==> src/rtl/uart_autobaud.sv <==
// uart_autobaud: measures the falling-edge spacing of a 0x55 sync character
// and drives the shared UART clks_per_bit divisor from the measured bit time.
`default_nettype none
module uart_autobaud #(
   parameter int               CPB_W       = 13,
   parameter logic [CPB_W-1:0] DEFAULT_CPB = 13'd5208,
   parameter int               MIN_CPB     = 4
) (
   input  logic             clk,
   input  logic             reset,
   input  logic             rx_data_bit,
   input  logic             relock,
   input  logic             ovr_en,
   input  logic [CPB_W-1:0] ovr_cpb,
   output logic [CPB_W-1:0] clks_per_bit,
   output logic             locked,
   output logic             busy,
   output logic             err
);
   localparam int CW = CPB_W + 2;
   localparam int TW = CPB_W + 3;

   typedef enum logic [1:0] {
      WAIT_START = 2'd0,
      MEASURE    = 2'd1,
      CHECK_STOP = 2'd2,
      LOCKED     = 2'd3
   } state_t;

   state_t           state_q;
   logic             sync1_q, sync2_q, prev_q;
   logic [CW-1:0]    cnt_q, i1_q;
   logic [TW-1:0]    tot_q;
   logic [2:0]       edge_q;
   logic [CPB_W-1:0] cpb_q;
   logic             locked_q, err_q;

   logic             fall, rise, tol_ok, range_ok;
   logic [CW-1:0]    ik, base, diff;
   logic [CPB_W:0]   cpb_wide;

   assign fall = prev_q & ~sync2_q;
   assign rise = ~prev_q & sync2_q;

   // ik is the interval length including the current cycle, so an ideal
   // B-cycle bit yields exactly 2B between falling edges.
   assign ik     = cnt_q + 1'b1;
   assign base   = (edge_q == 3'd1) ? ik : i1_q;
   assign diff   = (ik >= base) ? (ik - base) : (base - ik);
   assign tol_ok = diff <= (base >> 2);

   assign cpb_wide = (CPB_W+1)'(({1'b0, tot_q} + (TW+1)'(4)) >> 3);
   assign range_ok = (cpb_wide >= (CPB_W+1)'(MIN_CPB)) && !cpb_wide[CPB_W];

   always_ff @(posedge clk or negedge reset) begin
      if (!reset) begin
         sync1_q  <= 1'b1;
         sync2_q  <= 1'b1;
         prev_q   <= 1'b1;
         state_q  <= WAIT_START;
         cnt_q    <= '0;
         i1_q     <= '0;
         tot_q    <= '0;
         edge_q   <= '0;
         cpb_q    <= DEFAULT_CPB;
         locked_q <= 1'b0;
         err_q    <= 1'b0;
      end else begin
         sync1_q <= rx_data_bit;
         sync2_q <= sync1_q;
         prev_q  <= sync2_q;
         err_q   <= 1'b0;
         if (relock) begin
            state_q  <= WAIT_START;
            locked_q <= 1'b0;
            cnt_q    <= '0;
            edge_q   <= '0;
         end else begin
            case (state_q)
               WAIT_START: begin
                  cnt_q <= '0;
                  if (fall) begin
                     state_q <= MEASURE;
                     edge_q  <= 3'd1;
                     tot_q   <= '0;
                  end
               end
               MEASURE: begin
                  if (cnt_q == '1 || (fall && !tol_ok)) begin
                     err_q   <= 1'b1;
                     state_q <= WAIT_START;
                     cnt_q   <= '0;
                  end else if (fall) begin
                     if (edge_q == 3'd1) i1_q <= ik;
                     tot_q  <= tot_q + TW'(ik);
                     cnt_q  <= '0;
                     edge_q <= edge_q + 3'd1;
                     if (edge_q == 3'd4) state_q <= CHECK_STOP;
                  end else begin
                     cnt_q <= ik;
                  end
               end
               CHECK_STOP: begin
                  if (ik >= i1_q || (rise && !range_ok)) begin
                     err_q   <= 1'b1;
                     state_q <= WAIT_START;
                     cnt_q   <= '0;
                  end else if (rise) begin
                     cpb_q    <= cpb_wide[CPB_W-1:0];
                     locked_q <= 1'b1;
                     state_q  <= LOCKED;
                  end else begin
                     cnt_q <= ik;
                  end
               end
               LOCKED: begin
                  cnt_q <= '0;
               end
               default: state_q <= WAIT_START;
            endcase
         end
      end
   end

   assign clks_per_bit = ovr_en ? ovr_cpb : cpb_q;
   assign locked       = locked_q;
   assign busy         = (state_q == MEASURE) || (state_q == CHECK_STOP);
   assign err          = err_q;
endmodule
`default_nettype wire

==> config.mk <==
export PLATFORM = sky130hd
export DESIGN_NAME = uart_autobaud
export DESIGN_NICKNAME = d
export VERILOG_FILES = /design/src/rtl/uart_autobaud.sv
export SDC_FILE = /design/constraint.sdc
export NUM_CORES = 1
export LEC_CHECK = 0
export BUFFER_PORTS_ARGS = -buffer_cell sky130_fd_sc_hd__buf_2
export CAP_MARGIN = 20
export CORE_ASPECT_RATIO = 1.75
export CORE_MARGIN = 2
export CORE_UTILIZATION = 64
export CTS_BUF_LIST = sky130_fd_sc_hd__clkbuf_4 sky130_fd_sc_hd__clkbuf_8 sky130_fd_sc_hd__clkbuf_16
export CTS_CLUSTER_DIAMETER = 40
export CTS_CLUSTER_SIZE = 25
export DETAILED_ROUTE_END_ITERATION = 7
export GPL_ROUTABILITY_DRIVEN = 0
export GPL_TIMING_DRIVEN = 0
export PLACE_DENSITY = 0.92
export SYNTH_ARGS = -nofsm -noshare
export SYNTH_HDL_FRONTEND = slang
export SYNTH_SLANG_ARGS = --single-unit
==> constraint.sdc <==
create_clock -name clk -period 8.5 [get_ports clk]
set_clock_uncertainty 0.1 [all_clocks]
set_input_delay 0 -clock clk [delete_from_list [all_inputs] [get_ports clk]]
set_output_delay 0 -clock clk [all_outputs]
set_load 0.05 [all_outputs]
# Word-level counts from Yosys, hierarchy flattened
# Cells that the tools add are included.
# word_totals
reg_bits	69
elab_cells	101
mem_count	0
ram_bits	0
output_inout_bits	16
latch_bits	0
mem_bits_ro	0
inputBits	18
# classes
n_addsub	6
muxes	34
div	0
n_eq_ne	17
shifts	0
n_lt_le_gt_ge	4
reduce_logical	22
n_mul	0
bitwise_logic	7
# op_table
cell	count
$mux 15	7
$mux 16	3
$pmux 15 s3	1
$pmux 16 s2	1
$ge 15x15->1	2
$sub 15x15->15	2
$add 16x3->17 const B	1
$add 16x15->16	1
$ne 4x4->1 const B	4
$add 15x1->15 const B	1
$eq 15x15->1 const B	1
$le 15x13->1	1
$ge 14x3->1 const B	1
$mux 2	7
$mux 13	1
$mux 3	4
$reduce_and 4->1	3
$reduce_and 5->1	2
$ne 3x3->1 const B	3
$ne 2x2->1 const B	4
$mux 1	7
$pmux 2 s3	1
$pmux 3 s2	1
$reduce_bool 2->1	3
other kinds (16)	28

# Logic depth before layout (Yosys ltp)
# Gate-level depths: netlist (run 1).
# depth
ltp_word	11
mapped_depth	35
ltp_nobuf	29

# Worst setup path after synthesis (run 1)
# Ideal clock, no wire load.
# synth_path
path_type	register to register
startpoint	register edge_q[1]
endpoint	register state_q[0]
setup_ns	0.087
synth_period_minus_slack_ns	7.091
path_buffers	4
path_slack_ns	1.409
path_stages_with_launch	34
t_required_ns	8.313
t_arrival_ns	6.904
path_cell_list	dfrtp_1 > inv_1 > ha_1 > nor2b_1 > clkbuf_1 > buf_1 > buf_1 > nand2_1 > o21ai_0 > inv_1 > ha_1 > nand3b_1 > nand2_1 > a221o_1 > a221oi_1 > nor2_1 > o31ai_2 > nand2_2 > buf_1 > mux2_2 > ha_1 > nor2b_1 > o21a_1 > o21ai_0 > a211o_1 > o211ai_1 > or3b_1 > a22oi_1 > a211oi_1 > a21oi_1 > a211oi_2 > or4b_1 > and3_1 > a211oi_2
# synth_via
elab_chain_cells	11
elab_cells_between_ends	17
cone_classes	add/sub: 2; order compare: 2; eq/ne: 4; mux: 5; reduce/logical: 4
# synth_rtl
item	line	source
start: declaration	34	logic [2:0] edge_q;
start signal: assignment	97	edge_q <= edge_q + 3'd1;
$eq 3x1->1 *	48	assign base = (edge_q == 3'd1) ? ik : i1_q;
$mux 15 *	--	
net base[1]	39	logic [CW-1:0] ik, base, diff;
$sub 15x15->15 / $ge 15x15->1 (equally long branches)	49	assign diff = (ik >= base) ? (ik - base) : (base - ik);
$mux 15 *	49	
$le 15x13->1 *	50	assign tol_ok = diff <= (base >> 2);
$logic_not 1->1 *	89	if (cnt_q == '1 || (fall && !tol_ok)) begin
$logic_and 1x1->1 *	89	
$logic_or 1x1->1 *	89	
$mux 2	89	
$pmux 2 s3	79	case (state_q)
$mux 2	73	if (relock) begin
end signal: assignment	74	state_q <= WAIT_START;
end signal: assignment	83	state_q <= MEASURE;
end signal: assignment	91	state_q <= WAIT_START;
end: declaration	30	state_t state_q;
# Mark *: on every way through the listed nets, which the timed path passes. The rest lies on a longest branch.
# A chain may end at the register's enable or synchronous reset.

# Worst setup path after layout (run 1)
# layout_path
startpoint	register edge_q[1]
endpoint	register i1_q[13]
# layout_via
elab_chain_cells	10
elab_cells_between_ends	12
cone_classes	add/sub: 2; order compare: 2; eq/ne: 1; mux: 2; bitwise: 1; reduce/logical: 4
# layout_rtl
item	line	source
$eq 3x1->1 *	48	
$mux 15 *	--	
net base[1]	39	
$sub 15x15->15 / $ge 15x15->1 (equally long branches)	49	
$mux 15 *	49	
$le 15x13->1 *	50	
$logic_not 1->1 *	89	
$logic_and 1x1->1 *	89	
$logic_or 1x1->1 *	89	
$not 1->1 (no line) *	--	
$reduce_and 4->1 (no line) *	--	
end signal: assignment	94	if (edge_q == 3'd1) i1_q <= ik;
end: declaration	32	logic [CW-1:0] cnt_q, i1_q;
# Marked as above.

==> impl_metrics.json, run 1 <==
{
  "multiInputGateArea_um2": 5020,
  "dp_cells": 1036,
  "static-leakage-power_nw": 3.67,
  "die_w_um": 84.5,
  "cp_slowest_cell": "a221oi_1",
  "register_area_um2": 1740,
  "slew_headroom_pct": 37.9,
  "grt_pass1_wl_mm": 33.9,
  "run_status": "complete, no violations",
  "setup_viol": 0,
  "portBuffers": 33,
  "cp_slowest_stage_delay_ps": 420,
  "required_ps": 8660,
  "synth_area_um2": 7250,
  "initial_core_util_pct": 65.3,
  "crit_type": "register to register",
  "num-fill-cells": 811,
  "vias_per_cell": 6.84,
  "worstSkewPairLatency_ps": 350,
  "period_share_pct": 95.8,
  "dpl_worst_slack_ps": -343,
  "syn_avg_cell_area_um2": 8.32,
  "max_freq_mhz": 123,
  "cts-buffers-inserted": 9,
  "grt_pass1_vias": 7185,
  "post-route-util_pct": 71.2,
  "min_path_type": "input port to register",
  "ys_warn_count": 0,
  "cp_max_fo": 10,
  "synth_fp_nets": 952,
  "fin_setup_tns_ps": 0,
  "finalNonFillerCells": 1054,
  "num_antenna_cells": 0,
  "final_antenna_net_count": 0,
  "rsz0062_at_grt": "no",
  "core_area_um2": 11100,
  "synth-edff-count": 0,
  "grt_max_degree": 70,
  "synth-main-ff-cell": "dfrtp_1",
  "die-height_um": 145,
  "grt.total_usage_pct": 34.7,
  "arrival_ps": 8300,
  "grt_antenna_before_repair": 0,
  "p_per_area_nw_per_um2": 150,
  "nets": 998,
  "mostFrequentLayoutCells": "inv_1 (76), nor2_1 (73), dfrtp_1 (61)",
  "grt_overflow": 0,
  "wl_per_cell_um": 19.9,
  "firstDrtPassIters": 7,
  "drive_gt1_share_pct": 14.0,
  "hold_slack_ps": 135,
  "rows": 51,
  "async_flop_share_pct": 100,
  "p_total_mw": 1.18,
  "synth_cell_types": 99,
  "cts_tree": "yes",
  "die_area_um2": 12200,
  "ys_seq_area_share_pct": 24.0,
  "drc": 0,
  "crit_path_end_kind": "register",
  "final_common_cell": "inv_1",
  "vias": 7205,
  "cts-root-buf": "clkbuf_16",
  "stdcell_area_um2": 7900,
  "wl_mm": 21.0,
  "post-route-min-period_ps": 8140,
  "clockBufferDepth": 2,
  "placed_area_um2": 7580,
  "netlist_instances": 871,
  "ios": 34,
  "ir_worst_vdd_v": 0.000161,
  "syn_to_final_growth_pct": 8.97,
  "clkTransAtPathRegs_ps": 60,
  "startpoint_type": "register",
  "hold_viol_final": 0,
  "dpl.hpwl_mm": 16.1,
  "ys_seq_elements": 69,
  "cts_num_sinks": 69,
  "htreeDepth": 3,
  "final_max_slew_viol_count": 0,
  "worstMarginPinSlew_ps": 932,
  "drtIter0Drc": 726,
  "worst_slack_ps": 358,
  "maxCapViolations": 0
}
[repair_timing]
item | in CTS | in global routing
resized for setup | 4 | 7
setup endpoints to repair | 37 | 37
hold buffers | 2 | 0
setup buffers | 0 | 1
endpoints found under the hold margin | 62 | 0
pin swaps | 0 | 1
[area by class of cell]
cell class,instances,share of cell area [%]
multi-input combinational,683,63.6
tap,132,2.09
clock inverter,4,0.317
inverter,79,3.75
buffer,39,2.61
sequential,69,22.0
timing repair buffer,36,2.47
clock buffer,12,3.21
[path summary, 6_finish.rpt]
path | from | to | slack (ps) | depth (start not counted)
worst max-delay path | edge_q[1]$_DFFE_PN0P_ | i1_q[13]$_DFFE_PN0P_ | 360 | 33
worst min-delay path | relock | cnt_q[11]$_DFFE_PN0P_ | 140 | 4
worst min register to register | sync1_q$_DFF_PN1_ | sync2_q$_DFF_PN1_ | 260 | 0
max in group asynchronous | reset | i1_q[14]$_DFFE_PN0P_ | 7440 | 2
worst max register to register | edge_q[1]$_DFFE_PN0P_ | i1_q[13]$_DFFE_PN0P_ | 360 | 33
min in group asynchronous | reset | i1_q[2]$_DFFE_PN0P_ | 230 | 2
[critical path, delay by kind of cell, from the launching register on]
kind,cells,cell delay (ps)
buf+inv,7,1610
fa+ha+maj,3,820
xor+xnor,1,160
compound gates,14,3610
mux,1,210
flops,1,380
simple gates,7,1120
[kinds of logic (layout without fill, tap and decap cells)]
group / count (synthesis) / in the layout / synth area share, %
AOI/OAI and AO/OA: 251 / 251 / 24.4
xor gates and xnor gates: 46 / 46 / 6.61
adders and majority gates: 67 / 67 / 11.7
buffers and inverters: 119 / 170 / 6.88
DFF: 69 / 69 / 24.0
muxes: 40 / 40 / 5.83
and+or+nand+nor: 279 / 279 / 20.6
[synth_stat cells, types with 4 or more instances]
cell / number / area [um2]
o211ai_1: 7 / 52.6
nand4_1: 7 / 43.8
a221oi_1: 5 / 43.8
inv_1: 76 / 285
mux2_2: 17 / 191
o31ai_1: 6 / 45.0
nor3_1: 20 / 100
a21o_1: 18 / 135
maj3_1: 4 / 40.0
nor4_1: 6 / 37.5
a211oi_1: 10 / 75.1
buf_6: 4 / 45.0
or3_1: 6 / 37.5
o21a_1: 4 / 30.0
a21oi_2: 4 / 35.0
nand3_1: 29 / 145
xnor3_1: 5 / 113
clkbuf_1: 26 / 97.6
dfrtp_1: 61 / 1530
xnor2_1: 33 / 289
o2bb2ai_1: 9 / 78.8
buf_1: 4 / 15.0
ha_1: 60 / 751
nor2b_1: 14 / 87.6
or2_2: 4 / 25.0
nand2_1: 56 / 210
a21oi_1: 60 / 300
a22oi_1: 6 / 45.0
mux2i_1: 22 / 220
xor2_1: 7 / 61.3
o221ai_1: 6 / 52.6
a311oi_1: 7 / 61.3
a31oi_1: 6 / 37.5
and2_1: 5 / 31.3
nor2_1: 73 / 274
a2bb2oi_1: 6 / 52.6
and3_1: 11 / 68.8
a21boi_0: 7 / 52.6
dfstp_2: 8 / 210
nand2b_1: 15 / 93.8
o211a_1: 4 / 40.0
o21ai_0: 44 / 220
[where the power goes]
group	switching (mW)	internal, mW
Sequential	0.0226	0.358
Clock	0.149	0.211
Combinational	0.278	0.166
Total	0.450	0.734
[layer usage]
layer | global-route usage [%] | wire length, um | vias to the layer above
met5 | 0 | 0 | -
met4 | 27.6 | 1750 | 0
met3 | 4.20 | 1240 | 134
met2 | 64.2 | 10800 | 417
met1 | 34.6 | 7190 | 3387
li1 | - | - | 3267
[sequential cells by signal, summed over array words and instances (netlist names)]
name,count
state_q,2
cpb_q,13
cnt_q,15
sync2_q,1
sync1_q,1
locked,1
edge_q,3
i1_q,15
tot_q,16
prev_q,1
err,1
Note: power is estimated with default switching activity, not from simulation.
==> inputs of run 2 (changes only) <==
Settings changed: CELL_PAD_IN_SITES_DETAIL_PLACEMENT set to 1, CELL_PAD_IN_SITES_GLOBAL_PLACEMENT set to 1, CORE_UTILIZATION 64 to 48, PLACE_DENSITY 0.92 to 0.9.
==> run 2 against run 1 <==
Effect of this change: utilization is 17 points lower; critical path type unchanged; via count is 3.2% higher; non-clock buffer count is 3 higher; die area is 32% higher; clock-buffer cell count is 1 higher; first-iteration DRC count is 41% lower; critical path depth is 4 lower; largest power group unchanged; critical endpoint is now tot_q[11]$_DFFE_PN0P_; power is 6.7% higher; largest cell class unchanged; clock power is 12% higher; setup slack worse by 2.7 ps.
==> impl_metrics.json, run 2 (same netlist as run 1, synthesis figures left out) <==
{
  "critPathBufInv": 4,
  "initial_core_util_pct": 48.9,
  "grt_max_degree": 51,
  "num_antenna_cells": 0,
  "ios": 34,
  "arrival_ps": 8310,
  "wl_mm": 27.0,
  "cp_slowest_cell": "dfrtp_2",
  "required_ps": 8660,
  "rows": 59,
  "top_regs": "tot_q (16), cnt_q (15), i1_q (15)",
  "rsz0062_at_grt": "no",
  "rr_worst_depth": 29,
  "maxCapViolations": 0,
  "core_area_um2": 14800,
  "worstMarginPinSlew_ps": 939,
  "final_common_cell": "inv_1",
  "crit_family": "compound AO/OA/AOI/OAI gates",
  "max_freq_mhz": 123,
  "setup_viol": 0,
  "path_common_cell": "ha_1",
  "grt_pass1_wl_mm": 43.1,
  "vias_per_cell": 6.72,
  "worstSkewPairLatency_ps": 360,
  "grt_antenna_before_repair": 0,
  "dpl.hpwl_mm": 19.4,
  "top_register": "tot_q",
  "cp_max_fo": 11,
  "drtIter0Drc": 429,
  "wl_met1_mm": 9.09,
  "min_path_type": "input port to asynchronous set/reset pin",
  "clkTransAtPathRegs_ps": 60,
  "crit_type": "register to register",
  "mostFrequentLayoutCells": "inv_1 (76), nor2_1 (73), a21oi_1 (60), ha_1 (60), dfrtp_1 (60)",
  "crit_path_end_kind": "register",
  "syn_to_final_growth_pct": 11.1,
  "wl_met2_mm": 14.2,
  "portBuffers": 33,
  "cts-root-buf": "clkbuf_16",
  "vias": 7439,
  "critical_path_depth": 29,
  "hold_viol_final": 0,
  "die_area_um2": 16100,
  "grt_overflow": 0,
  "cp_slowest_stage_delay_ps": 510,
  "met3_length_mm": 1.09,
  "firstDrtPassIters": 5,
  "die_w_um": 96.9,
  "grt_pass1_vias": 8190,
  "dp_cells": 1088,
  "run_status": "complete, no violations",
  "startpoint_type": "register",
  "drive_gt1_share_pct": 14.4,
  "post-route-util_pct": 54.3,
  "num-fill-cells": 1796,
  "final_antenna_net_count": 0,
  "cts_num_sinks": 69,
  "nets": 1001,
  "post-route-min-period_ps": 8140,
  "htreeDepth": 3,
  "ir_worst_vdd_v": 0.0000994,
  "finalNonFillerCells": 1107,
  "p_total_mw": 1.26,
  "die-height_um": 167,
  "slew_headroom_pct": 36.8,
  "period_share_pct": 95.8,
  "clockBufferDepth": 2,
  "cts_tree": "yes",
  "wl_per_cell_um": 24.4,
  "static-leakage-power_nw": 3.71,
  "p_per_area_nw_per_um2": 157,
  "cts-buffers-inserted": 9,
  "largest_reg_flops": 16,
  "grt.total_usage_pct": 33.5,
  "top_layer": "met4",
  "drc": 0,
  "final_max_slew_viol_count": 0
}
## run 2: area by class of cell
class / count / area [um2] / share of cell area (%)
timing repair buffer: 39 / 240 / 2.98
sequential: 69 / 1740 / 21.6
tap: 183 / 229 / 2.84
buffer: 39 / 216 / 2.69
inverter: 79 / 297 / 3.68
multi-input combinational: 683 / 5040 / 62.6
clock inverter: 2 / 35.0 / 0.435
clock buffer: 13 / 262 / 3.25
## run 2: worst paths after layout
check / start / end / slack, ps
max: cnt_q[0]$_DFFE_PN0P_ / tot_q[11]$_DFFE_PN0P_ / 360
min: reset / cpb_q[4]$_DFFE_PN1P_ / 130
max reg2reg: cnt_q[0]$_DFFE_PN0P_ / tot_q[11]$_DFFE_PN0P_ / 360
min reg2reg: sync1_q$_DFF_PN1_ / sync2_q$_DFF_PN1_ / 260
max in group asynchronous: reset / cnt_q[0]$_DFFE_PN0P_ / 6900
min in group clk: relock / cnt_q[11]$_DFFE_PN0P_ / 170
## run 2: per-stage QoR
| step | setup TNS [ps] | hold WS, ps | setup WS [ps] | cell area (um2) |
|---|---|---|---|---|
| 2_1_floorplan | 0 | -396 | 1410 | 7250 |
| 3_3_place_gp | -17390 | 4.91 | -547 | 7640 |
| 3_5_place_dp | -23760 | -190 | -733 | 7670 |
| 4_1_cts | 0 | 104 | 79.8 | 8040 |
| 5_1_grt | 0 | 126 | 9.85 | 8060 |
| 6_report | 0 | 128 | 355 | 8060 |
## run 2: where the power goes
| group | total [mW] | internal (mW) | switching (mW) |
|---|---|---|---|
| Combinational | 0.475 | 0.170 | 0.305 |
| Clock | 0.404 | 0.243 | 0.160 |
| Sequential | 0.386 | 0.358 | 0.0277 |
| Total | 1.26 | 0.772 | 0.492 |
## run 2: routing by layer
| layer | GRT usage, % | vias to the layer above |
|---|---|---|
| li1 | - | 3269 |
| met2 | 62.7 | 310 |
| met3 | 5.04 | 160 |
| met1 | 31.0 | 3700 |
| met4 | 28.2 | 0 |
| met5 | 0 | - |
## run 2: repair_timing
item,CTS,global route
hold buffers,3,0
setup buffers,2,0
endpoints found under the setup margin,37,37
hold endpoints to repair,65,0
gates resized for setup,8,14
pin swaps,1,0
==> inputs of run 3 (changes only) <==
Settings changed: RECOVER_POWER set to 100, REMOVE_ABC_BUFFERS set to 1.
Clock period 8.5 ns to 8.7 ns, I/O delays scaled along.
==> run 3 against run 2 <==
Effect of this change: the run now ends with max-capacitance violations, max-slew violations left; first-iteration DRC count grew 11%; via count fell by 2.4%; wire length down 2.2%; non-clock buffer count decreased by 38; largest power group unchanged.
==> impl_metrics.json, run 3 (same netlist as run 1, synthesis figures left out) <==
{
  "timing.rr.end": "tot_q[5]$_DFFE_PN0P_",
  "cts-root-buf": "clkbuf_16",
  "violations": "max-capacitance violations, max-slew violations",
  "cts_tree": "yes",
  "htreeDepth": 3,
  "grt_overflow": 0,
  "p_per_area_nw_per_um2": 158,
  "r2r_setup_slack_ps": 580,
  "register_area_um2": 1740,
  "run_status": "complete, but fails checks",
  "crit_family": "compound AO/OA/AOI/OAI gates",
  "setup_viol": 0,
  "nets": 963,
  "num-fill-cells": 1760,
  "hold_start": "rx_data_bit",
  "die_w_um": 96.9,
  "cp-startpoint": "cnt_q[0]$_DFFE_PN0P_",
  "use_met3_pct": 3.86,
  "final_common_cell": "inv_1",
  "worstSkewPairLatency_ps": 350,
  "power_frac_comb_pct": 34.3,
  "mostFrequentLayoutCells": "inv_1 (76), nor2_1 (73), dfrtp_1 (61)",
  "wl_mm": 26.4,
  "rows": 59,
  "rr_worst_depth": 28,
  "slew_headroom_pct": -103,
  "final_antenna_net_count": 0,
  "drtIter0Drc": 475,
  "grt_antenna_before_repair": 0,
  "switching_power_mw": 0.468,
  "p_seq_share_pct": 31.9,
  "ir_worst_vdd_v": 0.0000980,
  "pwr-share-clk_pct": 33.9,
  "cp_slowest_cell": "dfrtp_1",
  "hold_path_end": "sync1_q$_DFF_PN1_",
  "worstHoldPathCells": 2,
  "multiInputGateArea_um2": 5040,
  "cts-buffers-inserted": 9,
  "worstMarginPinSlew_ps": 3030,
  "grt_use_met1_pct": 33.9,
  "initial_core_util_pct": 48.9,
  "portBuffers": 33,
  "fin_setup_tns_ps": 0,
  "cp_slowest_stage_delay_ps": 620,
  "critical_path_depth": 28,
  "drive_gt1_share_pct": 11.0,
  "core_area_um2": 14800,
  "crit_type": "register to register",
  "max_freq_mhz": 123,
  "dpl.hpwl_mm": 18.0,
  "finalNonFillerCells": 1070,
  "final_max_slew_viol_count": 89,
  "vias": 7259,
  "swShare_pct": 37.7,
  "use_met2_pct": 60.4,
  "rsz0062_at_grt": "no",
  "p_int_mw": 0.773,
  "startpoint_type": "register",
  "die-height_um": 167,
  "grt.total_usage_pct": 32.6,
  "maxCapViolations": 2,
  "largest_reg_flops": 16,
  "r2r-start": "cnt_q[0]$_DFFE_PN0P_",
  "min_path_type": "input port to register",
  "die_area_um2": 16100,
  "clockBufferDepth": 2,
  "cp_max_fo": 17,
  "grt_max_degree": 49,
  "dp_cells": 1049,
  "period_share_pct": 93.3,
  "grt_pass1_vias": 7945,
  "firstDrtPassIters": 7,
  "clkTransAtPathRegs_ps": 60,
  "wl_per_cell_um": 24.7,
  "top_register": "tot_q",
  "static-leakage-power_nw": 3.54,
  "p_total_mw": 1.24,
  "grt_pass1_wl_mm": 42.5,
  "arrival_ps": 8240,
  "cts_num_sinks": 69,
  "drc": 0,
  "ios": 34,
  "vias_per_cell": 6.78,
  "hold_viol_final": 0,
  "top_regs": "tot_q (16), cnt_q (15), i1_q (15)",
  "critPathBufInv": 1,
  "num_antenna_cells": 0,
  "crit_path_end_kind": "register",
  "required_ps": 8820,
  "post-route-min-period_ps": 8120,
  "syn_to_final_growth_pct": 8.32,
  "gr-max-usage-layer": "met2"
}
## run 3: cell count changes in the layout (fill, tap and decap cells not counted), sizes merged
cell,before,now
buf,49,19
bufinv,1,2
clkbuf,39,30
clkinvlp,0,1
## run 3: final cells by class
cell class	count	area share, %
clock inverter	4	0.924
inverter	79	3.78
tap	183	2.92
multi-input combinational	683	64.2
clock buffer	12	3.23
sequential	69	22.1
timing repair buffer	40	2.80
## run 3: per-layer routing
| metal | share of wire (%) | vias to the layer above | routed length [um] |
|---|---|---|---|
| met5 | 0 | - | 0 |
| met1 | 36 | 3634 | 9480 |
| li1 | - | 3185 | - |
| met2 | 53 | 303 | 14100 |
| met4 | 7.0 | 0 | 1850 |
| met3 | 3.7 | 137 | 980 |
## run 3: power groups by stage
| stage | Clock, mW | Combinational, mW | Sequential [mW] |
|---|---|---|---|
| floorplan | 0 | 0.300 | 0.384 |
| global placement | 0 | 0.379 | 0.393 |
| detailed placement | 0 | 0.403 | 0.397 |
| CTS | 0.417 | 0.422 | 0.394 |
| global route | 0.428 | 0.464 | 0.399 |
| finish | 0.420 | 0.425 | 0.396 |
## run 3: through the flow
step                cell area, um2  hold WS (ps)  utilization [%]  setup slack [ps]
detailed placement            7510          -175             50.6              9.11
global placement              7440          4.89             50.2              -752
floorplan                     7050          -396                -              1200
CTS                           7870          7.99             53.0               198
finish                        7850           255             52.9               584
global route                  7850           246             52.9              67.9
## run 3: how the worst max path moves through the flow
| stage | endpoint | slack, ps |
|---|---|---|
| floorplan | i1_q[0]$_DFFE_PN0P_ | 1200 |
| global placement | i1_q[0]$_DFFE_PN0P_ | -750 |
| detailed placement | i1_q[0]$_DFFE_PN0P_ | 9 |
| CTS | i1_q[0]$_DFFE_PN0P_ | 200 |
| global route | tot_q[5]$_DFFE_PN0P_ | 70 |
| finish | tot_q[5]$_DFFE_PN0P_ | 580 |
## run 3: what timing repair did
| item | CTS | global route |
|---|---|---|
| endpoints found under the hold margin | 67 | 0 |
| hold buffers | 3 | 0 |
| buffers inserted | 0 | 2 |
| pin swaps | 0 | 2 |
| endpoints found under the setup margin | 20 | 37 |
| gates resized for setup | 1 | 5 |
